===== src/rtl/lp_pkg.sv =====
// ============================================================================
//  Module      : lp_pkg
//  Description : Shared widths, entry type and one-hot decode helper for the
//                low-priority-code decode sequencer.
//  Revision    : 1.0 - initial release
// ============================================================================
`default_nettype none

package lp_pkg;

    localparam int ENTRY_W = 3;   // {none, code[1:0]}
    localparam int CODE_W  = 2;
    localparam int OUT_W   = 4;

    typedef logic [ENTRY_W-1:0] entry_t;

    // Bit index to one-hot; an entry flagged "none" decodes to all zeros.
    function automatic logic [OUT_W-1:0] onehot_dec(input entry_t e);
        logic [OUT_W-1:0] v;
        v = '0;
        if (!e[ENTRY_W-1]) begin
            v[e[CODE_W-1:0]] = 1'b1;
        end
        return v;
    endfunction

endpackage : lp_pkg

`default_nettype wire


===== src/rtl/lp_code_fifo.sv =====
// ============================================================================
//  Module      : lp_code_fifo
//  Description : DEPTH-entry show-ahead FIFO holding {none, code} entries.
//                Caller guarantees push only when not full and pop only
//                when not empty; clear wins over both.
//  Revision    : 1.0 - initial release
// ============================================================================
`default_nettype none

module lp_code_fifo
    import lp_pkg::*;
#(
    parameter int DEPTH = 4
) (
    input  logic                     clk,
    input  logic                     rst_n,
    input  logic                     i_clr,
    input  logic                     i_push,
    input  entry_t                   i_wdata,
    input  logic                     i_pop,
    output entry_t                   o_rdata,
    output logic [$clog2(DEPTH):0]   o_count
);

    localparam int AW = $clog2(DEPTH);

    entry_t          r_mem [DEPTH];
    logic [AW-1:0]   r_wr_ptr;
    logic [AW-1:0]   r_rd_ptr;
    logic [AW:0]     r_count;

    // Storage needs no reset: only entries covered by r_count are ever read.
    always_ff @(posedge clk) begin
        if (i_push && !i_clr) begin
            r_mem[r_wr_ptr] <= i_wdata;
        end
    end

    // Pointers wrap naturally because DEPTH is a power of two.
    always_ff @(posedge clk or negedge rst_n) begin
        if (!rst_n) begin
            r_wr_ptr <= '0;
            r_rd_ptr <= '0;
            r_count  <= '0;
        end else if (i_clr) begin
            r_wr_ptr <= '0;
            r_rd_ptr <= '0;
            r_count  <= '0;
        end else begin
            if (i_push) begin
                r_wr_ptr <= r_wr_ptr + 1'b1;
            end
            if (i_pop) begin
                r_rd_ptr <= r_rd_ptr + 1'b1;
            end
            case ({i_push, i_pop})
                2'b10:   r_count <= r_count + 1'b1;
                2'b01:   r_count <= r_count - 1'b1;
                default: r_count <= r_count;
            endcase
        end
    end

    assign o_rdata = r_mem[r_rd_ptr];
    assign o_count = r_count;

endmodule : lp_code_fifo

`default_nettype wire


===== src/rtl/lp_decode_seq.sv =====
// ============================================================================
//  Module      : lp_decode_seq
//  Description : Queues codes from a low-priority encoder and presents their
//                one-hot decode with valid/ready handshaking. Optional
//                delivered-decode accumulator enabled by LP_DEC_ACCUM_EN.
//  Revision    : 1.0 - initial release
// ============================================================================
`default_nettype none

module lp_decode_seq
    import lp_pkg::*;
#(
    parameter int DEPTH = 4
) (
    input  logic                 clk,
    input  logic                 rst_n,
    input  logic                 clr,
    input  logic                 in_valid,
    input  logic [CODE_W-1:0]    in_code,
    input  logic                 in_none,
    output logic                 in_ready,
    output logic [OUT_W-1:0]     y,
    output logic                 y_valid,
    input  logic                 y_ready
`ifdef LP_DEC_ACCUM_EN
    ,
    output logic [OUT_W-1:0]     acc
`endif
);

    localparam int CW = $clog2(DEPTH) + 1;
    localparam logic [CW-1:0] C_FULL = CW'(DEPTH);

    logic [CW-1:0]  w_count;
    entry_t         w_head;
    logic           w_push;
    logic           w_pop;
    logic [OUT_W-1:0] w_dec;

    // Handshake qualifiers; a flush suppresses both transfers.
    always_comb begin
        in_ready = (w_count != C_FULL);
        y_valid  = (w_count != '0);
        w_push   = in_valid && in_ready && !clr;
        w_pop    = y_valid && y_ready && !clr;
        w_dec    = onehot_dec(w_head);
        y        = y_valid ? w_dec : '0;
    end

    lp_code_fifo #(
        .DEPTH   (DEPTH)
    ) u_fifo (
        .clk     (clk),
        .rst_n   (rst_n),
        .i_clr   (clr),
        .i_push  (w_push),
        .i_wdata ({in_none, in_code}),
        .i_pop   (w_pop),
        .o_rdata (w_head),
        .o_count (w_count)
    );

`ifdef LP_DEC_ACCUM_EN
    logic [OUT_W-1:0] r_acc;

    // OR in every delivered decode; "none" entries contribute zero.
    always_ff @(posedge clk or negedge rst_n) begin
        if (!rst_n) begin
            r_acc <= '0;
        end else if (clr) begin
            r_acc <= '0;
        end else if (w_pop) begin
            r_acc <= r_acc | y;
        end
    end

    assign acc = r_acc;
`endif

endmodule : lp_decode_seq

`default_nettype wire


===== config.mk =====
export PLATFORM = sky130hd
export DESIGN_NAME = lp_decode_seq
export DESIGN_NICKNAME = d
export VERILOG_FILES = /design/src/rtl/lp_pkg.sv /design/src/rtl/lp_code_fifo.sv /design/src/rtl/lp_decode_seq.sv
export SDC_FILE = /design/constraint.sdc
export NUM_CORES = 1
export LEC_CHECK = 0
export ABC_AREA = 1
export CORE_ASPECT_RATIO = 1.4
export CORE_MARGIN = 5
export CORE_UTILIZATION = 56
export CTS_CLUSTER_DIAMETER = 80
export DETAILED_ROUTE_END_ITERATION = 16
export GPL_TIMING_DRIVEN = 0
export HOLD_SLACK_MARGIN = 0.02
export PLACE_DENSITY = 0.83
export SLEW_MARGIN = 15
export SYNTH_ARGS = -nofsm -noshare
export SYNTH_HDL_FRONTEND = slang
export SYNTH_SLANG_ARGS = --single-unit

===== constraint.sdc =====
create_clock -name clk -period 3.2 [get_ports clk]
set_input_delay 0.96 -clock clk [delete_from_list [all_inputs] [get_ports clk]]
set_output_delay 0.96 -clock clk [all_outputs]
set_load 0.05 [all_outputs]

==> impl_metrics.ini, run 1 <==
[route]
vias = 732
wirelength_mm = 1.672
postRouteAntennaNets = 0
drc_errors = 0
drt_pass1_iterations = 4
first_iter_violations = 11
wl_per_cell_um = 11.69
vias_per_cell = 5.119

[clocking]
cts_setup_buffers = 0
clock_latency_ps = 290
cts-root-buf = clkbuf_4
postCtsResizedCells = 0
ctsLongestPathBuffers = 2
clk_pin_slew_ps = 100
cts_made_buffers = 3
cts_htree_levels = 1
cts_hold_buf = 0
numClockSinks = 19
cts_tree = done

[timing]
maxSlewHeadroom_pct = 66.27
setup_viol = 0
drv_slew = 0
tightest_slew_ps = 505.1
hold_viol = 0
rsz0062_at_grt = no
fin_crit_ps = 2748
fin_crit_sh_pct = 85.88
max_freq_mhz = 363.9
finalSetupTns_ps = 0
finClkSkew_ps = 1.356

[floorplanning]
start_util_pct = 58.12
num_rows = 18
die_area_sq_um = 2789
core_area_sq_um = 1757
ios = 14
die-width_um = 46.09
die_h_um = 60.52

[global_routing]
grt_pass1_wl_mm = 3.001
grt_pass1_vias = 689
grt_usage_pct = 14.92
antenna_found_initial = 0
overflow = 0
grt_max_degree = 12

[placed_design]
portBuffers = 13
gp_congestion = 0.8657
place_area_sq_um = 1176
detailed_place_hpwl_mm = 1.393

[job]
cap_violations = 0

[setup_path]
slowest_delay_ps = 440
crit_path_end_kind = output port
start_kind = flip-flop
cp_cell_sequence = buf_4 > inv_2 > o21ai_0 > nand3_1 > nor3_1 > dlymetal6s2s_1
cp_max_fo = 8
worstSetupPathType = reg -> out
slowest_stage = dlymetal6s2s_1
arrival_ps = 1790
cp.required_ps = 2240

[logic_synthesis]
synthArstFlopShare_pct = 36.84
synth_edf_count = 12
synthesis.nets = 119
ys_warn_count = 0
postSynth.topFlopCell = edfxtp_1
synthCells = 106
syn_avg_cell_area_sq_um = 9.632
ys_seq_area_share_pct = 52.45
ys_ff_latch = 19
yosysUniqueCellTypes = 23
syn-cell-area_sq_um = 1021

[power]
ir_drop_v = 0.0004120
power_density_nw_per_um2 = 674.9
p_leak_nw = 0.6034

[worst_hold_path]
min_path_type = reg -> reg

[cells_and_area]
final_area_sq_um = 1214
multi_input_area_sq_um = 421.7
n_fill_cell = 137
syn_to_final_growth_pct = 18.87
drive_gt1_share_pct = 17.07
register_area_sq_um = 535.5
antenna_cells = 0
nNetsFinal = 137

[run_status]
status = completed
[cells in the final DEF, fill, tap and decap left out]
cell type,Yosys,final
nand2_4,4,4
fa_1,1,1
nand2_2,4,4
inv_2,3,3
nand3_4,1,1
clkbuf_4,0,3
inv_1,12,12
clkinv_2,0,1
clkdlybuf4s50_1,0,9
a21oi_1,2,2
nand3_1,6,6
edfxtp_1,12,12
a21boi_2,1,1
buf_4,1,1
nor2_1,10,10
o21ai_1,2,2
a21oi_2,1,1
nor2_4,1,1
dfrtp_1,7,7
xnor2_1,1,1
nor3_1,2,2
nand2_1,25,25
o21ai_0,4,4
nand4_1,1,1
ha_1,4,4
nor2_2,1,1
dlymetal6s2s_1,0,4
[layer usage]
| layer | track usage (%) | share of wire (%) |
|---|---|---|
| met1 | 20.58 | 42 |
| met2 | 24.02 | 53 |
| met5 | 0 | 0 |
| met3 | 1.780 | 3.8 |
| met4 | 5.285 | 0.78 |
[layout make-up]
class,count,area share (%)
Timing Repair Buffer,13,11.55
Multi-Input combinational cell,71,34.74
Tap cell,20,2.062
Inverter,15,4.639
Clock buffer,3,1.856
Clock inverter,1,0.4124
Buffer,1,0.6186
Sequential cell,19,44.12
[sequential cells by signal (all words and copies together) (netlist names)]
register,cells
u_fifo.r_mem,12
u_fifo.o_count,3
u_fifo.r_rd_ptr,2
u_fifo.r_wr_ptr,2
[through the flow]
step	utilization, %	setup slack [ps]	std cells	hold slack [ps]	total power, mW
after CTS	68.52	39.20	143	613.0	0.8265
after detailed placement	66.95	365.2	139	588.8	0.7131
final	69.09	451.8	143	612.4	0.8191
after global placement	66.95	418.5	139	568.2	0.6971
after global routing	69.09	226.1	143	659.1	0.8893
after floorplan	-	360.9	106	550.3	0.6115
[synthesized netlist by cell type, types with 2 or more instances]
master | n | area [sq um]
o21ai_0 | 4 | 20.02
a21oi_1 | 2 | 10.01
nor3_1 | 2 | 10.01
nand2_4 | 4 | 45.04
dfrtp_1 | 7 | 175.2
ha_1 | 4 | 50.05
nand3_1 | 6 | 30.03
inv_2 | 3 | 11.26
inv_1 | 12 | 45.04
edfxtp_1 | 12 | 360.4
nor2_1 | 10 | 37.54
nand2_1 | 25 | 93.84
nand2_2 | 4 | 25.02
o21ai_1 | 2 | 10.01
[worst max-delay path: cells and delay by family, from the launching register on]
kind	cells	cell delay, ps
buf+inv	3	660
flops	1	340
simple gates	2	260
compound gates	1	230
[power breakdown]
group	switching [mW]	internal (mW)
logic	0.248	0.130
registers	0.0318	0.293
clock network	0.0693	0.0465
total	0.349	0.470
[path summary, 6_finish.rpt]
path | from | depth (start not counted) | slack, ps | to
hold reg to reg | u_fifo.o_count[1] | 2 | 610 | u_fifo.o_count[1]
setup / recovery | u_fifo.r_rd_ptr[0] | 6 | 450 | y[1]
max in group asynchronous | rst_n | 1 | 2010 | u_fifo.r_wr_ptr[0]
hold / removal | u_fifo.o_count[1] | 2 | 610 | u_fifo.o_count[1]
setup reg to reg | u_fifo.o_count[0] | 13 | 1190 | u_fifo.o_count[2]
min in group asynchronous | rst_n | 1 | 930 | u_fifo.r_rd_ptr[0]
[kinds of logic after synthesis]
kind of cell / Yosys count / synth area share [%]
xor gates and xnor gates: 1 / 0.8580
and+or+nand+nor: 55 / 27.70
adders and majority gates: 5 / 6.863
buffers and inverters: 16 / 6.250
AOI/OAI and AO/OA: 10 / 5.883
DFF: 19 / 52.45
Note: power is estimated with default switching activity, not from simulation.
==> inputs of run 2 (changes only) <==
--- a/config.mk
+++ b/config.mk
@@ -11,10 +11,10 @@
 export CORE_UTILIZATION = 56
 export CTS_CLUSTER_DIAMETER = 80
 export DETAILED_ROUTE_END_ITERATION = 16
-export GPL_TIMING_DRIVEN = 0
 export HOLD_SLACK_MARGIN = 0.02
 export PLACE_DENSITY = 0.83
 export SLEW_MARGIN = 15
 export SYNTH_ARGS = -nofsm -noshare
 export SYNTH_HDL_FRONTEND = slang
 export SYNTH_SLANG_ARGS = --single-unit
+export TNS_END_PERCENT = 5
==> impl_metrics.ini, run 2 (synthesis results as in run 1) <==
[run_status]
status = completed

[timing]
fin_crit_ps = 2778
finClkSkew_ps = 10.53
max_freq_mhz = 360.0
drv_slew = 0
finalSetupTns_ps = 0
setup_viol = 0
hold_viol = 0
rsz0062_at_grt = no
maxSlewHeadroom_pct = 66.37
fin_crit_sh_pct = 86.81
tightest_slew_ps = 503.7
hold_slack_ps = 609.8

[setup_path]
slowest_delay_ps = 480
start_kind = flip-flop
cp-startpoint = u_fifo.r_rd_ptr[0]
arrival_ps = 1820
cp_cell_sequence = inv_2 > o21ai_0 > nand4_1 > nor2_1 > dlymetal6s2s_1
cp_top_family = buffers and inverters
worstSetupPathType = reg -> out
cp.required_ps = 2240
timing.rr.start = u_fifo.o_count[0]
crit_path_end_kind = output port
path_buf_inv = 2
cp_max_fo = 8
slowest_stage = dfrtp_1

[clocking]
numClockSinks = 19
clock_latency_ps = 280
cts_setup_buffers = 0
ctsLongestPathBuffers = 2
cts_made_buffers = 3
postCtsResizedCells = 0
cts_tree = done
cts-root-buf = clkbuf_4
cts_hold_buf = 0
cts_htree_levels = 1
clk_pin_slew_ps = 100

[floorplanning]
core_area_sq_um = 1757
start_util_pct = 58.12
die-width_um = 46.09
ios = 14
num_rows = 18
die_h_um = 60.52
die_area_sq_um = 2789

[route]
drc_errors = 0
vias = 712
vias_per_cell = 5.014
wirelength_mm = 1.639
drt_pass1_iterations = 4
postRouteAntennaNets = 0
first_iter_violations = 21
wl_per_cell_um = 11.54

[cells_and_area]
syn_to_final_growth_pct = 18.02
final_cell_mix = nand2_1 (25), inv_1 (12), edfxtp_1 (12)
n_fill_cell = 126
top_register = u_fifo.r_mem
nNetsFinal = 136
antenna_cells = 0
drive_gt1_share_pct = 15.57
final_common_cell = nand2_1
largest_reg_flops = 12

[global_routing]
grt_pass1_vias = 728
grt_max_degree = 11
antenna_found_initial = 0
grt_usage_pct = 14.73
grt_pass1_wl_mm = 3.001
overflow = 0

[power]
power_density_nw_per_um2 = 667.9
p_leak_nw = 0.5955
ir_drop_v = 0.0004238

[placed_design]
detailed_place_hpwl_mm = 1.365
gp_congestion = 0.7865
portBuffers = 13

[job]
cap_violations = 0

[worst_hold_path]
min_path_type = reg -> reg
min-delay-start = u_fifo.o_count[1]
-- run 2: changes by cell type in the layout (fill, tap and decap cells not counted), sizes merged --
cell,change
clkbuf,+1
clkinv,-1
buf,-1
-- run 2: worst reg2reg max path: cells and delay by family (launching register included) --
kind / cells / cell delay [ps]
xor+xnor: 1 / 230
fa+ha+maj: 1 / 380
simple gates: 9 / 720
flops: 1 / 470
buf+inv: 2 / 120
-- run 2: cell type report --
class / instances / area [sq um] / area share, %
Timing Repair Buffer: 13 / 140.1 / 11.63
Multi-Input combinational cell: 71 / 421.7 / 34.99
Sequential cell: 19 / 535.5 / 44.44
Inverter: 15 / 56.30 / 4.673
Clock buffer: 4 / 26.28 / 2.181
Tap cell: 20 / 25.02 / 2.077
-- run 2: worst paths after layout --
path	slack, ps	depth (start not counted)	end
worst max-delay path	420	5	y[0]
worst min-delay path	610	2	u_fifo.o_count[1]
worst max register to register	1170	13	u_fifo.o_count[2]
worst min register to register	610	2	u_fifo.o_count[1]
max in group asynchronous	2020	1	u_fifo.r_rd_ptr[0]
min in group asynchronous	930	1	u_fifo.o_count[1]
-- run 2: per-layer routing --
layer	vias to the layer above	share of wire [%]	wire, um	GRT usage [%]
met5	-	0	0	0
met4	0	1.2	19	4.878
met3	2	3.4	56	1.780
met2	9	52	847	24.80
met1	328	44	716	19.35
li1	373	-	-	-
-- run 2: metrics by stage --
step	cell area (sq um)	power (mW)	setup WS (ps)	std cells	utilization, %
final	1205	0.8047	421.9	142	68.59
after CTS	1195	0.8148	28.68	142	68.02
after global routing	1205	0.8718	216.7	142	68.59
after global placement	1169	0.6903	416.4	138	66.52
after floorplan	1021	0.6115	360.9	106	-
after detailed placement	1169	0.7047	355.5	138	66.52
-- run 2: report_power, final --
group          total (mW)  internal (mW)  switching, mW
sequential          0.332          0.293         0.0395
combinational       0.362          0.124          0.238
clock               0.110         0.0483         0.0620
